## src/rtl/booth_mult_seq_pkg.sv

```systemverilog
// Shared multdiv definitions: FSM state encoding, datapath sizes and Booth decode.
package booth_mult_seq_pkg;

  localparam int unsigned MD_WIDTH = 32;
  localparam int unsigned MD_CNT_W = 5;

  typedef enum logic [1:0] {
    IDLE = 2'd0,
    RUN  = 2'd1,
    DONE = 2'd2
  } state_t;

  localparam logic [1:0] BOOTH_NOP = 2'b00;
  localparam logic [1:0] BOOTH_ADD = 2'b01;
  localparam logic [1:0] BOOTH_SUB = 2'b10;

  // {q0, q_-1} pair -> adder operation; 00 and 11 both skip.
  function automatic logic [1:0] booth_decode(input logic q0, input logic qm1);
    case ({q0, qm1})
      2'b01:   booth_decode = BOOTH_ADD;
      2'b10:   booth_decode = BOOTH_SUB;
      default: booth_decode = BOOTH_NOP;
    endcase
  endfunction

endpackage

```

## src/rtl/booth_mult_seq_cla.sv

```systemverilog
// 32-bit carry-lookahead adder: 4-bit lookahead groups chained at group boundaries.
module booth_mult_seq_cla (
  input  logic [31:0] a,
  input  logic [31:0] b,
  input  logic        cin,
  output logic [31:0] s,
  output logic        cout,
  output logic        ovf
);

  logic [31:0] g;
  logic [31:0] p;
  logic [32:0] c;

  assign g = a & b;
  assign p = a ^ b;

  always_comb begin
    logic gg;
    logic pp;
    c    = '0;
    c[0] = cin;
    for (int unsigned k = 0; k < 8; k++) begin
      gg = 1'b0;
      pp = 1'b1;
      for (int unsigned j = 0; j < 4; j++) begin
        gg = g[4*k+j] | (p[4*k+j] & gg);
        pp = pp & p[4*k+j];
        c[4*k+j+1] = gg | (pp & c[4*k]);
      end
    end
  end

  assign s    = p ^ c[31:0];
  assign cout = c[32];
  assign ovf  = c[32] ^ c[31];

endmodule

```

## src/rtl/booth_mult_seq.sv

```systemverilog
// Sequential radix-2 Booth signed multiplier, one iteration per cycle through a shared CLA.
module booth_mult_seq
  import booth_mult_seq_pkg::*;
#(
  parameter int WIDTH = MD_WIDTH,
  parameter int CNT_W = MD_CNT_W
) (
  input  logic             clock,
  input  logic             reset_n,
  input  logic             ctrl_mult,
  input  logic [WIDTH-1:0] data_operandA,
  input  logic [WIDTH-1:0] data_operandB,
  output logic [WIDTH-1:0] data_result,
  output logic             data_exception,
  output logic             data_resultRDY,
  output logic             busy
);

  state_t             state;
  logic [WIDTH-1:0]   m;
  logic [WIDTH-1:0]   p_hi;
  logic [WIDTH-1:0]   p_lo;
  logic               q_m1;
  logic [CNT_W-1:0]   count;
  logic [WIDTH-1:0]   res_q;
  logic               exc_q;
  logic               rdy_q;
  logic               busy_q;

  logic [1:0]         booth_op;
  logic [WIDTH-1:0]   add_b;
  logic               add_cin;
  logic [WIDTH-1:0]   sum;
  logic               add_cout;
  logic               add_ovf;
  logic               sgn;
  logic [WIDTH-1:0]   p_hi_nx;
  logic [WIDTH-1:0]   p_lo_nx;

  always_comb begin
    booth_op = booth_decode(p_lo[0], q_m1);
    add_b    = '0;
    case (booth_op)
      BOOTH_ADD: add_b = m;
      BOOTH_SUB: add_b = ~m;
      default:   add_b = '0;
    endcase
    add_cin = (booth_op == BOOTH_SUB);
  end

  booth_mult_seq_cla u_cla (
    .a    (p_hi),
    .b    (add_b),
    .cin  (add_cin),
    .s    (sum),
    .cout (add_cout),
    .ovf  (add_ovf)
  );

  // The 32-bit sum can wrap; the true sign restores the 33rd bit before the arithmetic shift.
  assign sgn     = sum[WIDTH-1] ^ add_ovf;
  assign p_hi_nx = {sgn, sum[WIDTH-1:1]};
  assign p_lo_nx = {sum[0], p_lo[WIDTH-1:1]};

  always_ff @(posedge clock or negedge reset_n) begin
    if (!reset_n) begin
      state  <= IDLE;
      m      <= '0;
      p_hi   <= '0;
      p_lo   <= '0;
      q_m1   <= 1'b0;
      count  <= '0;
      res_q  <= '0;
      exc_q  <= 1'b0;
      rdy_q  <= 1'b0;
      busy_q <= 1'b0;
    end else begin
      rdy_q <= 1'b0;
      if (ctrl_mult) begin
        m      <= data_operandA;
        p_hi   <= '0;
        p_lo   <= data_operandB;
        q_m1   <= 1'b0;
        count  <= '0;
        res_q  <= '0;
        exc_q  <= 1'b0;
        busy_q <= 1'b1;
        state  <= RUN;
      end else begin
        case (state)
          RUN: begin
            p_hi  <= p_hi_nx;
            p_lo  <= p_lo_nx;
            q_m1  <= p_lo[0];
            count <= count + 1'b1;
            if (count == '1) begin
              res_q  <= p_lo_nx;
              exc_q  <= (p_hi_nx != {WIDTH{p_lo_nx[WIDTH-1]}});
              rdy_q  <= 1'b1;
              busy_q <= 1'b0;
              state  <= DONE;
            end
          end
          DONE:    state <= IDLE;
          default: state <= IDLE;
        endcase
      end
    end
  end

  assign data_result    = res_q;
  assign data_exception = exc_q;
  assign data_resultRDY = rdy_q;
  assign busy           = busy_q;

endmodule
```

## config.mk

```make
export PLATFORM = sky130hd
export DESIGN_NAME = booth_mult_seq
export DESIGN_NICKNAME = d
export VERILOG_FILES = /design/src/rtl/booth_mult_seq_pkg.sv /design/src/rtl/booth_mult_seq_cla.sv /design/src/rtl/booth_mult_seq.sv
export SDC_FILE = /design/constraint.sdc
export NUM_CORES = 1
export LEC_CHECK = 0
export CAP_MARGIN = 20
export CORE_ASPECT_RATIO = 0.8
export CORE_MARGIN = 5
export CORE_UTILIZATION = 42
export CTS_CLUSTER_DIAMETER = 100
export DETAILED_ROUTE_END_ITERATION = 16
export GPL_TIMING_DRIVEN = 0
export PLACE_DENSITY_LB_ADDON = 0.12
export REMOVE_ABC_BUFFERS = 1
export SYNTH_ARGS = -nofsm -noshare
export SYNTH_HDL_FRONTEND = slang
export SYNTH_SLANG_ARGS = --single-unit
```

## constraint.sdc

```tcl
create_clock -name clock -period 6.1 [get_ports clock]
set_input_delay 0.915 -clock clock [delete_from_list [all_inputs] [get_ports clock]]
set_output_delay 0.915 -clock clock [all_outputs]
set_load 0.01 [all_outputs]
```

After elaboration in Yosys (flattened, before gate mapping)
Cells that the tools add are included.
- add/subtract/negate cells: 1
- equal/unequal tests: 8
- muxes and demuxes: 25
- bitwise operators: 142
- reductions and logical operators: 3
- operators by type and width (cell ; number):
    $mux 32 ; 7
    $and 1x1->1 ; 80
    $pmux 32 s2 ; 1
    $xor 32x32->32 ; 2
    $or 1x1->1 ; 56
    $and 32x32->32 ; 1
    $ne 32x32->1 ; 1
    $not 32->32 ; 1
    $mux 1 ; 11
    $mux 5 ; 2
    $eq 2x1->1 const B ; 3
    $mux 2 ; 3
    $add 5x1->5 const B ; 1
    $eq 5x5->1 const B ; 1
    $eq 2x2->1 const B ; 2
    $pmux 2 s2 ; 1
    $reduce_bool 2->1 ; 2
    $ne 3x3->1 const B ; 1
    $reduce_and 2->1 ; 1
    $xor 1x1->1 ; 2
- bits in registers: 139
- input bits: 67
- output and inout port bits: 35
- logic and storage cells: 189

Longest topological paths before layout
Gate-level depths: netlist (run 1).
- depth after elaboration: 32
- depth in mapped cells: 23

Hierarchy
From an unflattened synthesis (run 1), not the netlist that was laid out.
- cell total of the unflattened synthesis: 756
- area total of the unflattened synthesis: 7492.2 um2
- by module, submodules not included (module ; times used ; cells each ; area an instance (um2) ; sequential area each (um2)):
    booth_mult_seq ; 1 ; 574 ; 6019.5 ; 3478.3
    booth_mult_seq_cla ; 1 ; 182 ; 1472.7 ; 0.0

Worst setup path after synthesis (run 1)
OpenSTA, ideal clock, no wires.
- path kind: register -> register
- start point: reg p_lo[0]
- end point: reg exc_q, in the netlist data_exception
- library setup time: 121 ps
- arrival time: 4475 ps
- data required time: 5979 ps
- slack: 1504 ps
- stages on the path, launching flop included: 23
- buffers on the path: 3
- period minus slack after synthesis: 4596 ps
- cells stage by stage: dfrtp_1 nor2b_1 clkbuf_1 clkbuf_1 nand2_1 o21ai_0 ha_1 buf_2 a211oi_2 o21a_2 o21ai_2 a31oi_2 inv_1 fa_1 xor2_1 nand3_1 or4b_1 o211ai_1 mux2i_1 nor4_1 o2111a_1 o2111ai_1 a22o_1
- longest elaborated chain between the ends: 32
- elaborated cells between the ends (all ways): 151
- ends and longest elaborated chain (what ; RTL line ; RTL):
    from (decl) ; booth_mult_seq.sv:22 ; logic [WIDTH-1:0] p_lo;
    from (signal assigned) ; booth_mult_seq.sv:82 ; p_lo <= data_operandB;
    from (signal assigned) ; booth_mult_seq.sv:93 ; p_lo <= p_lo_nx;
    $eq 2x2->1 or $eq 2x1->1 (tied branches) ; booth_mult_seq_pkg.sv:19 ; case ({q0, qm1})
    $pmux 2 s2 * ; booth_mult_seq_pkg.sv:19 ;
    $eq 2x2->1 or $eq 2x1->1 (tied branches) ; booth_mult_seq.sv:43, booth_mult_seq.sv:48 ;
    $pmux 32 s2 ; booth_mult_seq.sv:43 ; case (booth_op)
    $xor 32x32->32 or $and 32x32->32 (tied branches) ; booth_mult_seq_cla.sv:16, booth_mult_seq_cla.sv:15 ;
    $and 1x1->1 ; booth_mult_seq_cla.sv:27 ; gg = g[4*k+j] | (p[4*k+j] & gg);
    $or 1x1->1 ; booth_mult_seq_cla.sv:27 ;
    $and 1x1->1 ; booth_mult_seq_cla.sv:27 ;
    [... 16 more ...] ; n/a ;
    $and 1x1->1 ; booth_mult_seq_cla.sv:29 ; c[4*k+j+1] = gg | (pp & c[4*k]);
    $or 1x1->1 ; booth_mult_seq_cla.sv:29 ;
    $xor 32x32->32 or $xor 1x1->1 (tied branches) ; booth_mult_seq_cla.sv:34, booth_mult_seq_cla.sv:36 ;
    $xor 1x1->1 ; booth_mult_seq.sv:61 ; assign sgn = sum[WIDTH-1] ^ add_ovf;
    $ne 32x32->1 * ; booth_mult_seq.sv:98 ; exc_q <= (p_hi_nx != {WIDTH{p_lo_nx[WIDTH-1]}});
    $mux 1 * ; booth_mult_seq.sv:96 ; if (count == '1) begin
    $mux 1 * ; booth_mult_seq.sv:90 ; case (state)
    $mux 1 * ; booth_mult_seq.sv:79 ; if (ctrl_mult) begin
    to (signal assigned) ; booth_mult_seq.sv:98 ;
    to (decl) ; booth_mult_seq.sv:26 ; logic exc_q;
Every way passes the cells marked *; elsewhere a longest branch is shown, timed or not. The select of a mux whose other input is x is not followed.
A chain may end at the register's enable or synchronous reset.

Final worst setup path (run 1)
Same ends and word-level chain as after synthesis.

==> flow_summary.toml, run 1 <==
[outcome]
status = "completed"

[cts]
cts_setup_buffers = 0
max-clock-path-buffers = 2
clockRootBuffer = "clkbuf_16"
cts_tree = "built"
cts_sinks = 139
cts.htree.levels = 4
cts.clk_slew.worst_paths_ns = 0.07
clock_latency_ns = 0.43
cts_buffers = 17

[timing]
fin_crit_ns = 5.66
skew_ns = 0.0107
fmax_mhz = 177
setup-violations-final = 0
worst_pin_slew_ns = 0.964
period_share_pct = 92.8
finalHoldViolCount = 0
max_slew_margin_pct = 35.6
drv_slew = 0
rsz0062_at_grt = "false"

[grt]
gr-total-overflow = 0
antenna_found_initial = 0
grt_max_degree = 89
grt_usage_pct = 17.7
grt_pass1_vias = 6229
grt_pass1_wl_mm = 31.4

[logic_synthesis]
yosysUniqueCellTypes = 63
synth_top_area_share_pct = 44.6
ys_ff_latch = 139
ys_warn_count = 0
synthTopCellsByArea = "dfrtp_1 45%, nand2_1 5.8%, ha_1 5.5%"
ys.flop_type = "dfrtp_1"
synth-edff-count = 0
synth_area_leader_cell = "dfrtp_1"
synthCells = 796
syn-mean-instance-area_um2 = 9.79
synthArstFlopShare_pct = 100
syn_area_um2 = 7790
ys_seq_area_share_pct = 44.6

[power]
p_total_mw = 2.92
p_per_area_nw_per_um2 = 304
ir_worst_vdd_v = 0.000167
leakage_nw = 4.20

[cells_and_area]
n_antenna_cell = 0
layout-drive-gt1-share_pct = 10.6
multiInputGateArea_um2 = 4120
fillCellCount = 1627
instances_no_fill = 1115
nNetsFinal = 981
seqCellArea_um2 = 3480
area_delta_synth_final_pct = 23.4

[floorplanning]
ios = 102
die_area_um2 = 21400
core-area_um2 = 18200
initial_core_util_pct = 42.9
rows = 44
die_y_um = 132
die_w_um = 162

[flow_run]
cap_violations = 0

[setup_path]
critPathLaunch = "p_lo[0]"
r2r-start = "p_lo[0]"
required_ns = 6.41
path_max_fanout = 18
critPathKind = "flop to flop"
start_kind = "flop"
arrival_ns = 5.97
crit_path_end_kind = "flop"

[drt]
wl_per_cell_um = 16.5
wl_mm = 18.4
ant_nets = 0
drtIter0Drc = 302
post-route-drc-count = 0
viasPerCell = 5.54
num_vias = 6176
dr.pass1.iters = 5

[hold_path]
hold_class = "input pin to async pin"

[place]
gp_congestion = 0.865
place.port_buffers = 101
placed_cells = 1082
place_hpwl_mm = 12.3
## area by class of cell
class                      instances  share of cell area (%)
inverter                          11                   0.429
clock inverter                    14                    1.31
clock buffer                      18                    4.57
timing repair buffer             106                    11.7
sequential                       139                    36.2
tap                              230                    2.99
multi-input combinational        597                    42.9
## critical path, stage by stage (launching register included)
cell and delay (ns):
dfrtp_1 0.55, nand2b_2 0.28, buf_8 0.24, o21ai_0 0.27, ha_1 0.38, a211oi_2 0.30
o21a_2 0.19, o21ai_2 0.11, a31oi_2 0.28, inv_1 0.18, fa_1 0.43, xor2_1 0.22
nand3_1 0.20, or4b_1 0.54, o211ai_1 0.18, mux2i_1 0.09, nor4_1 0.48, o2111a_1 0.29
o2111ai_1 0.13, a22o_1 0.20
## registers in the layout (all words and copies together), names as in the netlist
signal	flops
q_m1	1
data_result	32
p_lo	32
state	2
data_resultRDY	1
p_hi	32
busy	1
count	5
data_exception	1
m	32
## logic make-up after synthesis
group,share of synthesized area (%)
simple gates,15.1
compound gates,17.4
flops,44.6
mux,9.65
buf+inv,3.13
fa+ha+maj,7.51
xor+xnor,2.59
## cells in the final DEF (no fill, tap or decap), types with 3 or more instances in the layout
| master | n |
|---|---|
| mux2i_1 | 38 |
| xnor2_1 | 11 |
| or3_1 | 3 |
| nor4_1 | 3 |
| o21ai_0 | 72 |
| nand2_1 | 121 |
| nand3_1 | 17 |
| a21oi_1 | 37 |
| mux2_2 | 33 |
| clkinvlp_4 | 3 |
| clkdlybuf4s50_1 | 99 |
| xor2_1 | 12 |
| a21o_1 | 10 |
| nor3b_1 | 3 |
| o211ai_1 | 9 |
| clkbuf_16 | 17 |
| inv_6 | 6 |
| a2111oi_0 | 3 |
| dfrtp_1 | 139 |
| ha_1 | 34 |
| a31oi_1 | 4 |
| inv_1 | 11 |
| and4_1 | 4 |
| nand2b_1 | 6 |
| nand4_1 | 6 |
| a211oi_1 | 5 |
| o21bai_1 | 4 |
| a22o_1 | 31 |
| a31o_2 | 3 |
| nor2b_1 | 5 |
| and3_1 | 9 |
| inv_8 | 3 |
| fa_1 | 8 |
| nor2_1 | 39 |
| nor3_1 | 22 |
## Yosys cell counts, drive strengths merged (3+ instances only)
cell       n
and4       4
a21o      10
a211oi     6
nor4       4
nor3b      3
o211ai     9
a22o      31
a2111oi    3
nand3     17
nor2b      7
xor2      12
nand4      6
or3        3
nand2b     8
nand2    121
o21bai     4
fa         8
ha        34
buf       14
o21a       3
a31o       3
inv       11
nor3      22
a31oi      5
mux2i     38
or2        3
and3       9
a21oi     40
clkbuf    36
dfrtp    139
xnor2     11
nor2      40
o21ai     75
mux2      33
## path summary, 6_finish.rpt
kind	endpoint	slack (ns)	depth (start not counted)
setup reg to reg	data_exception	0.44	19
hold / removal	m[11]	0.43	1
max in group asynchronous	p_lo[21]	4.86	2
min in group clock	data_result[11]	0.49	2
hold reg to reg	data_result[11]	0.49	2
setup / recovery	data_exception	0.44	19
## layer usage
layer | part of all wire, % | GRT usage [%]
met5 | 0 | 0
met2 | 47 | 28.6
met4 | 0.94 | 3.62
met1 | 48 | 24.5
met3 | 4.0 | 4.13
## per-stage QoR
step,area [um^2],worst slack [ns],hold WS (ns),setup TNS [ns],util (%)
after global routing,9620,0.0286,0.460,0,52.9
after detailed placement,9040,0.429,0.470,0,49.8
after CTS,9610,0.356,0.448,0,52.9
after floorplan,7590,0.947,0.487,0,-
final,9620,0.441,0.425,0,52.9
after global placement,8890,-2.90,0.464,-308.60,48.9
## power breakdown
group | switching, mW | internal (mW)
Sequential | 0.0766 | 1.02
Clock | 0.444 | 0.547
Combinational | 0.465 | 0.365
Total | 0.985 | 1.93
## timing repair
item | CTS | global route
resized for setup | 0 | 1
hold buffers | 0 | 0
endpoints found under the hold margin | 0 | 0
setup endpoints to repair | 0 | 1
(Power assumes the default switching activity.)
==> run 2, diff against run 1 <==
--- a/config.mk
+++ b/config.mk
@@ -16,4 +16,5 @@
 export REMOVE_ABC_BUFFERS = 1
 export SYNTH_ARGS = -nofsm -noshare
 export SYNTH_HDL_FRONTEND = slang
+export SYNTH_HIERARCHICAL = 1
 export SYNTH_SLANG_ARGS = --single-unit
==> flow_summary.toml, run 2 <==
[outcome]
status = "completed"

[floorplanning]
die_area_um2 = 20600
die_y_um = 129
initial_core_util_pct = 42.9
die_w_um = 159
rows = 43
core-area_um2 = 17400
ios = 102

[setup_path]
crit_path_end_kind = "flop"
arrival_ns = 5.04
critPathKind = "flop to flop"
reg2reg_slack_ns = 1.36
start_kind = "flop"
path_max_fanout = 22
reg2reg_to = "data_exception"
r2r-start = "p_lo[0]"
required_ns = 6.40
ff2ff_path_depth = 19

[cts]
clockRootBuffer = "clkbuf_16"
cts_tree = "built"
cts_resized = 0
cts.clk_slew.worst_paths_ns = 0.06
cts_hold_buf = 0
cts.htree.levels = 4
cts_setup_buffers = 0
clock_latency_ns = 0.42
max-clock-path-buffers = 2
cts_sinks = 139
cts_buffers = 17

[grt]
grt_usage_pct = 18.0
grt_max_degree = 97
antenna_found_initial = 0
grt_pass1_vias = 6068
gr-total-overflow = 0
grt_pass1_wl_mm = 30.4

[place]
gp_congestion = 0.806
place_hpwl_mm = 12.4
place.port_buffers = 101

[timing]
drv_slew = 0
period_share_pct = 77.7
skew_ns = 0.0101
finalHoldViolCount = 0
max_slew_margin_pct = 46.5
fin_crit_ns = 4.74
fmax_mhz = 211
worst_pin_slew_ns = 0.801
rsz0062_at_grt = "false"
hold_slack_ns = 0.408
setup-violations-final = 0

[cells_and_area]
fillCellCount = 1528
nNetsFinal = 949
area_delta_synth_final_pct = 25.7
final_core_util_pct = 53.9
n_antenna_cell = 0
layout_common_cells = "155 x nand2_1, 139 x dfrtp_1, 99 x clkdlybuf4s50_1"
layout_commonest_cell = "nand2_1"
layout-drive-gt1-share_pct = 7.74

[drt]
ant_nets = 0
dr.pass1.iters = 4
num_vias = 5816
viasPerCell = 5.40
drtIter0Drc = 305
post-route-drc-count = 0
wl_mm = 17.9
wl_per_cell_um = 16.6

[logic_synthesis]
syn-mean-instance-area_um2 = 9.93
ys_warn_count = 6
synthCells = 753
syn_area_um2 = 7480

[flow_run]
cap_violations = 0

[hold_path]
hold_class = "input pin to async pin"

[power]
leakage_nw = 4.06
p_total_mw = 2.92
ir_worst_vdd_v = 0.000166
p_per_area_nw_per_um2 = 310
==> run 2: report_power, final <==
group,switching [mW],total (mW),internal [mW]
clock,0.430,1.04,0.611
sequential,0.0775,1.11,1.03
combinational,0.444,0.769,0.325
==> run 2: stage by stage <==
step                      setup slack (ns)  TNS [ns]  cells  area (um^2)
after floorplan                       1.42         0    712         7280
after global placement               -2.79   -316.01   1038         8580
after detailed placement              1.42         0   1046         8810
after CTS                             1.40         0   1078         9400
after global routing                  1.03         0   1078         9400
final                                 1.36         0   1078         9400
==> run 2: how the worst max path moves through the flow <==
stage	start	to	slack (ns)	cells after the start
after floorplan	p_lo[0]	data_exception	1.42	18
after global placement	ctrl_mult	data_exception	-2.79	4
after detailed placement	p_lo[0]	data_exception	1.42	19
after CTS	p_lo[0]	data_exception	1.40	19
after global routing	p_lo[0]	data_exception	1.03	19
final	p_lo[0]	data_exception	1.36	19
==> run 2: final cells by class <==
| class | instances | area, um^2 | area share [%] |
|---|---|---|---|
| tap | 225 | 282 | 3.00 |
| timing repair buffer | 109 | 1210 | 12.9 |
| clock buffer | 18 | 429 | 4.57 |
| sequential | 139 | 3480 | 37.0 |
| inverter | 20 | 77.6 | 0.826 |
| clock inverter | 14 | 161 | 1.72 |
| multi-input combinational | 553 | 3750 | 40.0 |
==> run 2: layer usage <==
layer	track usage, %	routed length, um
met4	6.27	264
met5	0	0
met2	28.5	8370
met3	3.66	678
met1	24.9	8630
==> run 2: worst max-delay path, cell delays in order, from the launching register on <==
cell	delay, ns
dfrtp_1	0.42
nor2b_2	0.61
buf_16	0.23
nand2_1	0.06
o21ai_0	0.10
ha_1	0.29
a21oi_2	0.21
o221ai_2	0.18
a211o_4	0.39
inv_4	0.08
o211ai_4	0.13
a21o_1	0.24
o21ai_2	0.19
nand2b_1	0.09
fa_1	0.38
xor2_1	0.25
nand4_1	0.11
or2_2	0.30
a221oi_2	0.25
a21oi_2	0.08
